[config.mk]
export PLATFORM = sky130hd
export DESIGN_NAME = network_run_sequencer
export DESIGN_NICKNAME = d
export VERILOG_FILES = /design/src/rtl/network_run_sequencer_pkg.sv /design/src/rtl/network_run_sequencer_packer.sv /design/src/rtl/network_run_sequencer.sv
export SDC_FILE = /design/constraint.sdc
export NUM_CORES = 1
export LEC_CHECK = 0
export CAP_MARGIN = 20
export CORE_AREA = 2 2 122 65
export CTS_CLUSTER_SIZE = 16
export DETAILED_ROUTE_END_ITERATION = 10
export DIE_AREA = 0 0 124 67
export PLACE_DENSITY = 0.85
export SLEW_MARGIN = 5
export SYNTH_ARGS = -nofsm -noshare
export SYNTH_HDL_FRONTEND = slang
export SYNTH_SLANG_ARGS = --single-unit
export TNS_END_PERCENT = 10
[constraint.sdc]
create_clock -name clk -period 4.7 [get_ports clk]
set_input_delay 0.94 -clock clk [delete_from_list [all_inputs] [get_ports clk]]
set_output_delay 0.94 -clock clk [all_outputs]
set_load 0.03 [all_outputs]
[src/rtl/network_run_sequencer_pkg.sv]
// Configuration packages for the network run sequencer: network geometry,
// stream flag layout, and the sequencer's own command/state types.
package network_config;
  localparam int NUM_INP      = 4;
  localparam int CHARGE_WIDTH = 8;
endpackage

package stream_config;
  localparam int NUM_FLG = 4;
  localparam int SNC     = 0;
  localparam int CLR     = 1;
endpackage

package run_seq_config;
  import network_config::*;
  import stream_config::*;

  typedef enum logic [1:0] {OP_NOP, OP_SPK, OP_RUN, OP_CLR} cmd_op_t;
  typedef enum logic [1:0] {IDLE, EMIT, RUN, DONE} state_t;

  localparam int INP_WIDTH = NUM_INP * CHARGE_WIDTH;
endpackage

[src/rtl/network_run_sequencer_packer.sv]
// Combinational packet assembly: flag prefix in the MSBs, input charges below.
module run_seq_packer
  import network_config::*, stream_config::*, run_seq_config::*;
#(
  parameter int PKT_WIDTH = NUM_FLG + INP_WIDTH
) (
  input  logic                 snc,
  input  logic                 clr,
  input  logic [INP_WIDTH-1:0] inp,
  output logic [PKT_WIDTH-1:0] pkt
);

  always_comb begin
    pkt = '0;
    pkt[PKT_WIDTH-NUM_FLG-1 -: INP_WIDTH] = inp;
    pkt[PKT_WIDTH-1-SNC] = snc;
    pkt[PKT_WIDTH-1-CLR] = clr;
  end

endmodule

[src/rtl/network_run_sequencer.sv]
// Expands host commands (NOP/SPK/RUN/CLR) into network packets with SNC on the
// last packet. Define NETWORK_RUN_SEQUENCER_STATS_EN to enable the pkt_count counter.
module network_run_sequencer
  import network_config::*, stream_config::*, run_seq_config::*;
#(
  parameter int PKT_WIDTH = NUM_FLG + NUM_INP*CHARGE_WIDTH,
  parameter int CNT_WIDTH = 16
) (
  input  logic                 clk,
  input  logic                 arstn,
  input  logic                 cmd_valid,
  output logic                 cmd_ready,
  input  logic [1:0]           cmd_op,
  input  logic [CNT_WIDTH-1:0] cmd_cnt,
  input  logic                 cmd_sync,
  input  logic [INP_WIDTH-1:0] cmd_inp,
  output logic                 out_valid,
  input  logic                 out_ready,
  output logic [PKT_WIDTH-1:0] out_pkt,
  output logic                 busy,
  output logic                 done,
  output logic [31:0]          pkt_count
);

  state_t                 state_p0, state_p1;
  logic [CNT_WIDTH-1:0]   cnt_p0, cnt_p1;
  logic                   sync_p0, sync_p1;
  logic                   vld_p0, vld_p1;
  logic                   done_p1;
  logic [PKT_WIDTH-1:0]   pkt_p0, pkt_p1;
  logic                   pack_snc, pack_clr;
  logic [INP_WIDTH-1:0]   pack_inp;
  logic [PKT_WIDTH-1:0]   pack_pkt;

  // Contents of the next packet: the accepted command in IDLE, else the next idle step.
  always_comb begin
    pack_snc = 1'b0;
    pack_clr = 1'b0;
    pack_inp = '0;
    if (state_p1 == IDLE) begin
      pack_snc = cmd_sync && ((cmd_op_t'(cmd_op) != OP_RUN) || (cmd_cnt == CNT_WIDTH'(1)));
      pack_clr = (cmd_op_t'(cmd_op) == OP_CLR);
      if (cmd_op_t'(cmd_op) == OP_SPK) pack_inp = cmd_inp;
    end else begin
      pack_snc = sync_p1 && (cnt_p1 == CNT_WIDTH'(2));
    end
  end

  run_seq_packer #(.PKT_WIDTH(PKT_WIDTH)) u_packer (
    .snc (pack_snc),
    .clr (pack_clr),
    .inp (pack_inp),
    .pkt (pack_pkt)
  );

  always_comb begin
    state_p0 = state_p1;
    cnt_p0   = cnt_p1;
    sync_p0  = sync_p1;
    vld_p0   = vld_p1;
    pkt_p0   = pkt_p1;
    case (state_p1)
      IDLE: begin
        if (cmd_valid) begin
          case (cmd_op_t'(cmd_op))
            OP_NOP: state_p0 = DONE;
            OP_SPK, OP_CLR: begin
              state_p0 = EMIT;
              vld_p0   = 1'b1;
              pkt_p0   = pack_pkt;
            end
            OP_RUN: begin
              if (cmd_cnt == '0) begin
                state_p0 = DONE;
              end else begin
                state_p0 = RUN;
                cnt_p0   = cmd_cnt;
                sync_p0  = cmd_sync;
                vld_p0   = 1'b1;
                pkt_p0   = pack_pkt;
              end
            end
            default: state_p0 = DONE;
          endcase
        end
      end
      EMIT: begin
        if (out_ready) begin
          state_p0 = DONE;
          vld_p0   = 1'b0;
        end
      end
      RUN: begin
        // Next step is presented back-to-back; no bubble between packets.
        if (out_ready) begin
          cnt_p0 = cnt_p1 - CNT_WIDTH'(1);
          if (cnt_p1 == CNT_WIDTH'(1)) begin
            state_p0 = DONE;
            vld_p0   = 1'b0;
          end else begin
            pkt_p0 = pack_pkt;
          end
        end
      end
      DONE:    state_p0 = IDLE;
      default: state_p0 = IDLE;
    endcase
  end

  // Registered stage: all outputs come from here.
  always_ff @(posedge clk) begin
    if (!arstn) begin
      state_p1 <= IDLE;
      cnt_p1   <= '0;
      sync_p1  <= 1'b0;
      vld_p1   <= 1'b0;
      pkt_p1   <= '0;
      done_p1  <= 1'b0;
    end else begin
      state_p1 <= state_p0;
      cnt_p1   <= cnt_p0;
      sync_p1  <= sync_p0;
      vld_p1   <= vld_p0;
      pkt_p1   <= pkt_p0;
      done_p1  <= (state_p0 == DONE);
    end
  end

  assign cmd_ready = (state_p1 == IDLE);
  assign busy      = (state_p1 != IDLE);
  assign out_valid = vld_p1;
  assign out_pkt   = pkt_p1;
  assign done      = done_p1;

`ifdef NETWORK_RUN_SEQUENCER_STATS_EN
  logic [31:0] stat_cnt_p1;

  always_ff @(posedge clk) begin
    if (!arstn) begin
      stat_cnt_p1 <= '0;
    end else if (vld_p1 && out_ready && (stat_cnt_p1 != '1)) begin
      stat_cnt_p1 <= stat_cnt_p1 + 32'd1;
    end
  end

  assign pkt_count = stat_cnt_p1;
`else
  assign pkt_count = '0;
`endif

endmodule

==> run metrics <==
Die Ht=67 um; I/O Buffers=~90; first-pass GRT wire length=15,000 um; synth cell count leaders=dfxtp_1 (55), a21oi_1 (54), nand2_1 (44); FFs w/ async S/R, synth=0; hpwl dp=between 6000 and 7000 um; ratio of cells with drive above 1 in the final layout=0.0577; Congestion Overflow GR=0; Finished Core Util=0.616; post-route ant nets=0; relative max-transition margin=0.366; Die ar.=8310 um^2; drt drc=0; # IOs=around 130; worst endpoint required time=3.76 ns; Synth Flop Type=dfxtp_1; CP arrival=2.27 ns; Layout area overhead=27.7%; final worst-path cycle share=0.682; cell mode on critical path=inv_1; Final Wtd Congestion=0.896; Worst Path Buf+Inv=3; Via-to-Cell Ratio=slightly below 6; Rows=22; CP Max Fanout=9; library cells used by synthesis=approximately 50; post-layout minimum cycle time=3.21 ns; clock buffer depth=2; Worst-Margin Slew=0.952 ns; vias=3,541; clk root buf=clkbuf_16; Sink Count=between 50 and 60; Area contributors post-synth=dfxtp_1 (32%), buf_4 (8.5%), a21oi_1 (7.8%); worst r2r src=state_p1[1]; GRT Resource Usage Total=0.232; maximum vdd drop=between 0.0002 and 0.0003 V; Worst Hold Depth=2; Fin Setup TNS=0 ns; final setup vio count=0; RSZ-0062 raised after global routing=no; EDFF count, synth=0; cell family with most CP delay=buffers and inverters; crit path launch type=flop; Post-CTS Setup Inserts=0; NumNets Final=approximately 560; slowest CP cell=clkdlybuf4s50_1; most common cell in the netlist=dfxtp_1; largest area contributor in the netlist=dfxtp_1; post-synthesis sequential area ratio=0.319; post-cts hold buffer count=0; Leak=1.59 nW; largest net degree at the start of global routing=68; status=completed; vias in the first global route=3,036; Die X-Extent=124 um; CTS Buf Count=5; starting density of the core=0.482; wire per inst=16.4 um; Max Clk Rate=312 MHz; critical path cell sequence=inv_1 > ha_1 > inv_1 > clkdlybuf4s50_1; Reg2Reg Depth=7; # diodes=0; synthesis-stage register bit count=55; Fin. Hold Viols=0; Slew Limit Fails=0; Pwr Total=about 2.5 mW; Post-Syn Instances=around 440; Iteration-0 DRC Markers=466; htree depth=2; YS warnings=0; CP Class=reg -> out; CTS tree=built; Clock Latency Late Sink=around 0.30 ns; WHS Endpoint=out_valid; Core Area=about 7000 um^2; power density over the cells=between 500 and 600 nW/um^2; Clock transition at path regs=0.07 ns; Hold Crit Class=reg -> reg; max cap viols=0; Layout Skew=between 0.006 and 0.007 ns; routed wire length=9830 um; hold_ws=0.460 ns; reg2reg setup slack=between 1.5 and 2 ns; DR pass1 iterations=7; HP Start=out_valid; post-cts resize count=0; Netlist Area Pre-Place=3450 um^2; CP endpoint kind=output pin; initial antenna violation count=0; Critical R2R Capture=out_pkt[26]; top-area cell type share of the netlist area=0.319; Syn Area/Cell=a little under 8 um^2; CP max stage delay=approximately 0.75 ns
[layout by cell type (no fill, tap or decap), types with 7 or more instances in the layout]
cell             instances
a21oi_1                 54
clkdlybuf4s50_1         92
conb_1                  34
dfxtp_1                 55
ha_1                     7
inv_1                   13
nand2_1                 44
nor2_1                  14
nor2b_1                  9
nor3_1                  11
o21ai_0                 25
o31ai_1                 32
or4_1                   33
[metrics by stage]
stage / instance area, um^2 / cells / worst slack [ns]
global placement: 4210 / 590 / 1.39
floorplan: 3570 / 471 / 2.28
global route: 4410 / 599 / 1.36
CTS: 4390 / 598 / 1.53
finish: 4410 / 599 / 1.49
detailed placement: 4210 / 590 / 1.26
[report_power, final]
group / switching, mW / total, mW / internal [mW] / leakage, nW
logic: 0.916 / 1.39 / 0.472 / 1.05
clock network: 0.178 / 0.446 / 0.268 / 0.0875
registers: 0.107 / 0.677 / 0.570 / 0.447
[layer usage]
metal / track usage / part of all wire
met3: 0.0693 / 0.11
met4: 0.0716 / 0.013
met5: 0 / 0
met2: 0.339 / 0.43
met1: 0.325 / 0.45
[state kept, by name (all words and copies together), names as in the netlist]
name       cells
state_p1       2
out_valid      1
cnt_p1        16
done           1
out_pkt       34
sync_p1        1
[cell families after synthesis]
group | Yosys count | share of synthesized area
multiplexers | 4 | 0.0123
AND/OR/NAND/NOR | 146 | 0.248
adder cells (fa/ha/maj) | 7 | 0.0254
other | 1 | 0.00109
flip-flops | 55 | 0.319
AO/OA/AOI/OAI | 140 | 0.252
buffers and inverters | 85 | 0.142
[cell type report]
| type | count | area [um^2] |
|---|---|---|
| timing repair buffer | 96 | 958 |
| fill | 644 | 2750 |
| clock buffer | 6 | 139 |
| sequential | 55 | 1100 |
| clock inverter | 2 | 38.8 |
| multi-input combinational | 331 | 2000 |
| tap | 96 | 120 |
| inverter | 13 | 48.8 |
[worst max-delay path by stage]
stage                           start  depth (start not counted)           to
final                     state_p1[1]                          4         busy
after global routing       cmd_cnt[6]                          7  out_pkt[35]
after CTS                 state_p1[0]                          4         busy
after detailed placement    cmd_op[0]                          6  out_pkt[23]
after global placement      cmd_op[0]                          6  out_pkt[19]
after floorplan           state_p1[0]                          8   out_pkt[0]
[tightest hold or removal path, cell delays in order, from the launching register on]
cell,delay [ns]
dfxtp_1,0.31
nand2_1,0.05
mux2i_1,0.05
No activity file was read; power rests on OpenSTA's default activity.
